--- src/rtl/nixie_pkg.sv ---
// nixie_pkg: shared types and constants for the Nixie display scheduler
package nixie_pkg;
   typedef enum logic [1:0] {IDLE, CONV, SHIFT, LATCH} state_t;
   localparam int NUM_FIELDS = 3;
   localparam int FRAME_BITS = 24;
   localparam logic [3:0] BCD_BLANK = 4'hF;
endpackage

--- src/rtl/nixie_display_scheduler_bin2bcd.sv ---
// bin2bcd: combinational 8-bit binary to three-digit BCD (double dabble)
module bin2bcd (
   input  logic [7:0] bin,
   output logic [3:0] hundreds,
   output logic [3:0] tens,
   output logic [3:0] ones
);
   logic [11:0] bcd;
   // Add-3 correction on each digit before shifting in the next binary bit
   always_comb begin
      bcd = 12'd0;
      for (int i = 7; i >= 0; i--) begin
         bcd[3:0] = bcd[3:0] > 4'd4 ? bcd[3:0] + 4'd3 : bcd[3:0];
         bcd[7:4] = bcd[7:4] > 4'd4 ? bcd[7:4] + 4'd3 : bcd[7:4];
         bcd[11:8] = bcd[11:8] > 4'd4 ? bcd[11:8] + 4'd3 : bcd[11:8];
         bcd = {bcd[10:0], bin[i]};
      end
   end
   assign {hundreds, tens, ones} = bcd;
endmodule

--- src/rtl/nixie_display_scheduler.sv ---
// nixie_display_scheduler: converts H/M/S to BCD, shifts the 24-bit frame to the Nixie driver, latches it
module nixie_display_scheduler
   import nixie_pkg::*;
#(
   parameter int CLK_DIV = 4
) (
   input  logic                  clk,
   input  logic                  rst,
   input  logic                  start,
   input  logic [7:0]            hours,
   input  logic [7:0]            minutes,
   input  logic [7:0]            seconds,
   output logic                  busy,
   output logic                  done,
   output logic                  range_err,
   output logic [FRAME_BITS-1:0] digits,
   output logic                  sclk,
   output logic                  sdata,
   output logic                  slatch
);
   state_t                state;
   logic [7:0]            sh_h, sh_m, sh_s, field, conv_byte, div_cnt;
   logic [1:0]            idx;
   logic [4:0]            bit_cnt;
   logic [FRAME_BITS-1:0] frame;
   logic [3:0]            hun, ten, one;
   logic                  half_end;

   // Field mux into the shared converter, blanking out-of-range values
   always_comb begin
      field = idx == 2'd0 ? sh_h : idx == 2'd1 ? sh_m : sh_s;
      conv_byte = hun != 4'd0 ? {BCD_BLANK, BCD_BLANK} : {ten, one};
      half_end = div_cnt == 8'(CLK_DIV - 1);
   end

   bin2bcd u_conv (
      .bin(field),
      .hundreds(hun),
      .tens(ten),
      .ones(one)
   );

   // Refresh sequencer: capture, convert, serialise, latch
   always_ff @(posedge clk or posedge rst) begin
      if (rst) begin
         state <= IDLE;
         busy <= 1'b0;
         done <= 1'b0;
         range_err <= 1'b0;
         digits <= '0;
         sclk <= 1'b0;
         sdata <= 1'b0;
         slatch <= 1'b0;
         sh_h <= '0;
         sh_m <= '0;
         sh_s <= '0;
         idx <= '0;
         bit_cnt <= '0;
         div_cnt <= '0;
         frame <= '0;
      end else begin
         done <= 1'b0;
         case (state)
            IDLE: begin
               busy <= 1'b0;
               // the done cycle is still part of the refresh, so a start there is dropped
               if (start && !done) begin
                  sh_h <= hours;
                  sh_m <= minutes;
                  sh_s <= seconds;
                  range_err <= 1'b0;
                  idx <= '0;
                  busy <= 1'b1;
                  state <= CONV;
               end
            end
            CONV: begin
               frame <= {frame[FRAME_BITS-9:0], conv_byte};
               range_err <= range_err | (hun != 4'd0);
               idx <= idx + 2'd1;
               if (idx == 2'(NUM_FIELDS - 1)) begin
                  bit_cnt <= 5'(FRAME_BITS - 1);
                  div_cnt <= '0;
                  sclk <= 1'b0;
                  // frame is still being shifted this edge; hours MSB currently sits at bit 15
                  sdata <= frame[FRAME_BITS-9];
                  state <= SHIFT;
               end
            end
            SHIFT: begin
               div_cnt <= half_end ? 8'd0 : div_cnt + 8'd1;
               if (half_end) begin
                  sclk <= ~sclk;
                  if (sclk && bit_cnt == 5'd0) begin
                     slatch <= 1'b1;
                     digits <= frame;
                     state <= LATCH;
                  end else if (sclk) begin
                     bit_cnt <= bit_cnt - 5'd1;
                     sdata <= frame[bit_cnt - 5'd1];
                  end
               end
            end
            LATCH: begin
               div_cnt <= half_end ? 8'd0 : div_cnt + 8'd1;
               if (half_end) begin
                  slatch <= 1'b0;
                  done <= 1'b1;
                  state <= IDLE;
               end
            end
            default: state <= IDLE;
         endcase
      end
   end
endmodule

--- config.mk ---
export PLATFORM = sky130hd
export DESIGN_NAME = nixie_display_scheduler
export DESIGN_NICKNAME = d
export VERILOG_FILES = /design/src/rtl/nixie_pkg.sv /design/src/rtl/nixie_display_scheduler_bin2bcd.sv /design/src/rtl/nixie_display_scheduler.sv
export SDC_FILE = /design/constraint.sdc
export NUM_CORES = 1
export LEC_CHECK = 0
export CORE_ASPECT_RATIO = 0.6
export CORE_MARGIN = 2
export CORE_UTILIZATION = 45
export CTS_CLUSTER_DIAMETER = 150
export DETAILED_ROUTE_END_ITERATION = 6
export GPL_ROUTABILITY_DRIVEN = 0
export PLACE_DENSITY = 0.77
export SLEW_MARGIN = 25
export SYNTH_ARGS = -nofsm -noshare
export SYNTH_HDL_FRONTEND = slang
export SYNTH_HIERARCHICAL = 1
export SYNTH_SLANG_ARGS = --single-unit
--- constraint.sdc ---
create_clock -name clk -period 16.8 [get_ports clk]
set_input_delay 4.2 -clock clk [delete_from_list [all_inputs] [get_ports clk]]
set_output_delay 4.2 -clock clk [all_outputs]
set_load 0.02 [all_outputs]
==> metrics <==
number of buffers between clock root and the deepest sink=2; first-iteration detailed-routing DRC count=334; die footprint=roughly 0.013 mm2; number of failing hold endpoints at the final stage=0; drt drc=0; number of nets in the final layout=between 500 and 600; setup-violating endpoint count in the final report=0; status=finished clean; final design area excluding fillers=~0.0063 mm2; starting density of the core=a little under half; type of the most critical hold path=reg2reg; cts hold-fix bufs=0; Hold Path Depth=1; # diodes=0; vias=just under 4,000; number of iterations in the first detailed-routing pass=5; average routed wire per standard cell=~17 um; timing startpoint of the critical path=idx[1]; total of buffers placed on input and output ports=56; Post-Syn Instances=between 400 and 500; Setup Fix Bufs, Post-CTS=0; worst hold start=div_cnt[7]; CTS tree=built; warnings from Yosys=6; count of different cell masters after synthesis=between 70 and 80; width of the die=145 um; area post-placement=roughly 0.0060 mm2; TritonCTS sink count=95; setup TNS=0 ns; routed length on met2=a little over 5000 um; post-cts gate resize count=0; leading cell type by number of instances after synthesis=sky130_fd_sc_hd__dfrtp_1; Worst Hold Path EP=div_cnt[7]; Met1 Routed Length=5870 um; HPWL after DPL=roughly 8700 um; die height=88.4 um; Total Wirelength=11,900 um; data required time at the worst endpoint=17.03 ns; Achievable Freq=between 0.15 and 0.2 GHz; MaxCap Viol Count=0; antenna violations before repair=0; area of the placeable core=about 0.011 mm2; antenna viol nets, final=0; Netlist Area Pre-Place=approximately 0.0053 mm2; worst slew pin tran=about 0.96 ns; global-route wire length before repair=roughly 20,000 um; logic depth of the worst register-to-register path=24; flip-flop cell with the highest count after synthesis=sky130_fd_sc_hd__dfrtp_1; boundary pin count=between 50 and 60; total number of placement rows=30; Async SR Flop Fraction=100%; RSZ-0062 raised after global routing=no; critical path class=reg2reg; CTS clk-pin slew, worst paths=approximately 0.07 ns; buffer cell driving the clock tree root=sky130_fd_sc_hd__clkbuf_16; Via density=between 5 and 6; Detail Route met3 WL=750 um; most instantiated cells after synthesis=95 x sky130_fd_sc_hd__dfrtp_1, 64 x sky130_fd_sc_hd__mux2_2, 36 x sky130_fd_sc_hd__nand2_1; max-slew violations=0; GRT Residual Overflow=0; area fraction of the dominant cell type after synthesis=between 40% and 50%; skew final=around 0.0067 ns; highest fanout seen on the critical path=9; number of synthesized flops with an enable pin=0; final critical path time including I/O delays and setup=~6.4 ns; fin crit share=between 30% and 40%; Max H-tree Level=3; sequential area share after synthesis=44.5%; Seq cells post-synth=between 90 and 100; Critical Path End Type=register; post-synthesis cell type with the largest combined area=sky130_fd_sc_hd__dfrtp_1; Slew HR=roughly 35%; capture point of the worst reg-to-reg path=range_err; type of origin of the critical path=register; R2R Path Start=idx[1]; main area contributors after synthesis=sky130_fd_sc_hd__dfrtp_1 45%, sky130_fd_sc_hd__mux2_2 13%, sky130_fd_sc_hd__ha_1 5.2%; worst-skew pair later-pin latency=roughly 0.34 ns; maximum number of pins on one net before global-route repair=65; data arrival time at the worst-slack endpoint=6.59 ns; top metal layer carrying routed signals=met4; Avg Inst Size Synth=around 11 um2; share of final-layout standard cells stronger than drive strength 1=about a fifth; reg2reg setup slack=roughly 10 ns; number of buffers created by CTS=9; GRT Resource Usage Total=approximately a fifth; area growth from synthesis to layout=18.7%; via count of the first global-routing pass=a little under 4,000
final cells by class:
| cell class | instances | area (um2) |
|---|---|---|
| Inverter | 27 | 103 |
| Clock inverter | 6 | 70.1 |
| Sequential cell | 95 | 2380 |
| Clock buffer | 10 | 229 |
| Tap cell | 160 | 200 |
| Fill cell | 958 | 5110 |
| Timing Repair Buffer | 62 | 621 |
| Multi-Input combinational cell | 345 | 2740 |
worst max-delay path, cell delays in order, from the launching register on:
cell and delay (ns):
sky130_fd_sc_hd__dfrtp_1 0.40, sky130_fd_sc_hd__inv_1 0.09, sky130_fd_sc_hd__ha_1 0.49, sky130_fd_sc_hd__mux2i_1 0.17
sky130_fd_sc_hd__o21ai_0 0.77, sky130_fd_sc_hd__inv_1 0.15, sky130_fd_sc_hd__ha_1 0.27, sky130_fd_sc_hd__inv_1 0.06
sky130_fd_sc_hd__ha_1 0.37, sky130_fd_sc_hd__xor2_2 0.41, sky130_fd_sc_hd__a21oi_1 0.13, sky130_fd_sc_hd__a32oi_1 0.20
sky130_fd_sc_hd__o21ai_0 0.09, sky130_fd_sc_hd__a21oi_1 0.20, sky130_fd_sc_hd__inv_1 0.10, sky130_fd_sc_hd__ha_1 0.23
sky130_fd_sc_hd__inv_1 0.08, sky130_fd_sc_hd__ha_1 0.17, sky130_fd_sc_hd__nor2_1 0.06, sky130_fd_sc_hd__a21oi_1 0.26
sky130_fd_sc_hd__a21boi_1 0.22, sky130_fd_sc_hd__mux2_1 0.33, sky130_fd_sc_hd__or4_1 0.69, sky130_fd_sc_hd__a21oi_1 0.23
sky130_fd_sc_hd__nor2_1 0.06
registers in the layout, indices dropped and copies added, names as in the netlist, 2 cells and up:
name     flops
frame       24
sh_s         8
state        2
div_cnt      8
digits      24
sh_h         8
sh_m         8
idx          2
bit_cnt      5
worst max path at each step:
stage,to
finish,range_err
global route,frame[5]
floorplan,bit_cnt[0]
global placement,sh_s[7]
detailed placement,state[1]
CTS,frame[1]
cells in the final DEF (no fill, tap or decap), types with 2 or more instances in the layout:
| cell type | synthesis | layout |
|---|---|---|
| sky130_fd_sc_hd__or2_2 | 2 | 2 |
| sky130_fd_sc_hd__nand4_1 | 3 | 3 |
| sky130_fd_sc_hd__and3_1 | 3 | 3 |
| sky130_fd_sc_hd__nor2_1 | 28 | 28 |
| sky130_fd_sc_hd__a31oi_1 | 6 | 6 |
| sky130_fd_sc_hd__nand3_1 | 7 | 7 |
| sky130_fd_sc_hd__nand2_1 | 36 | 36 |
| sky130_fd_sc_hd__conb_1 | 1 | 2 |
| sky130_fd_sc_hd__mux2i_1 | 15 | 15 |
| sky130_fd_sc_hd__dfrtp_1 | 95 | 95 |
| sky130_fd_sc_hd__or4_1 | 3 | 3 |
| sky130_fd_sc_hd__xnor2_1 | 7 | 7 |
| sky130_fd_sc_hd__buf_8 | 0 | 2 |
| sky130_fd_sc_hd__o32a_1 | 3 | 3 |
| sky130_fd_sc_hd__o21ai_0 | 31 | 31 |
| sky130_fd_sc_hd__xor2_1 | 2 | 2 |
| sky130_fd_sc_hd__nor2b_1 | 6 | 6 |
| sky130_fd_sc_hd__and4_1 | 2 | 2 |
| sky130_fd_sc_hd__mux2_2 | 64 | 64 |
| sky130_fd_sc_hd__a21o_1 | 2 | 2 |
| sky130_fd_sc_hd__o31ai_1 | 5 | 5 |
| sky130_fd_sc_hd__a21oi_1 | 27 | 27 |
| sky130_fd_sc_hd__clkinvlp_4 | 0 | 2 |
| sky130_fd_sc_hd__ha_1 | 22 | 22 |
| sky130_fd_sc_hd__nor3_1 | 11 | 11 |
| sky130_fd_sc_hd__buf_4 | 4 | 4 |
| sky130_fd_sc_hd__inv_1 | 27 | 26 |
| sky130_fd_sc_hd__clkdlybuf4s50_1 | 0 | 56 |
| sky130_fd_sc_hd__or3_1 | 5 | 5 |
| sky130_fd_sc_hd__mux4_2 | 7 | 7 |
| sky130_fd_sc_hd__nand2b_1 | 5 | 5 |
| sky130_fd_sc_hd__clkinv_2 | 0 | 2 |
| sky130_fd_sc_hd__clkbuf_16 | 0 | 9 |
cells by family after synthesis:
logic type | after synthesis | synth area share [%]
flip-flops | 95 | 44.5
buffers and inverters | 52 | 4.29
multiplexers | 88 | 19.8
AND/OR/NAND/NOR | 125 | 12.2
other | 1 | 0.0702
XOR/XNOR | 10 | 1.78
adder cells (fa/ha/maj) | 22 | 5.15
AO/OA/AOI/OAI | 98 | 12.3
stage by stage:
stage	instances	hold slack [ns]	worst slack (ns)	utilization, %
after detailed placement	689	0.492	10.48	52.7
final	705	0.505	10.44	55.4
after global routing	705	0.515	9.90	55.4
after floorplan	492	0.446	10.12	-
after CTS	705	0.502	10.51	55.4
after global placement	687	0.465	10.66	52.5
layer usage:
layer | vias up | track usage [%]
met2 | 130 | 30.5
met4 | 0 | 4.59
li1 | 1855 | -
met3 | 11 | 4.98
met1 | 1939 | 29.5
met5 | - | 0
Power is not shown: default switching activity piles up to over one toggle a cycle in this logic, so the estimate is an artifact.
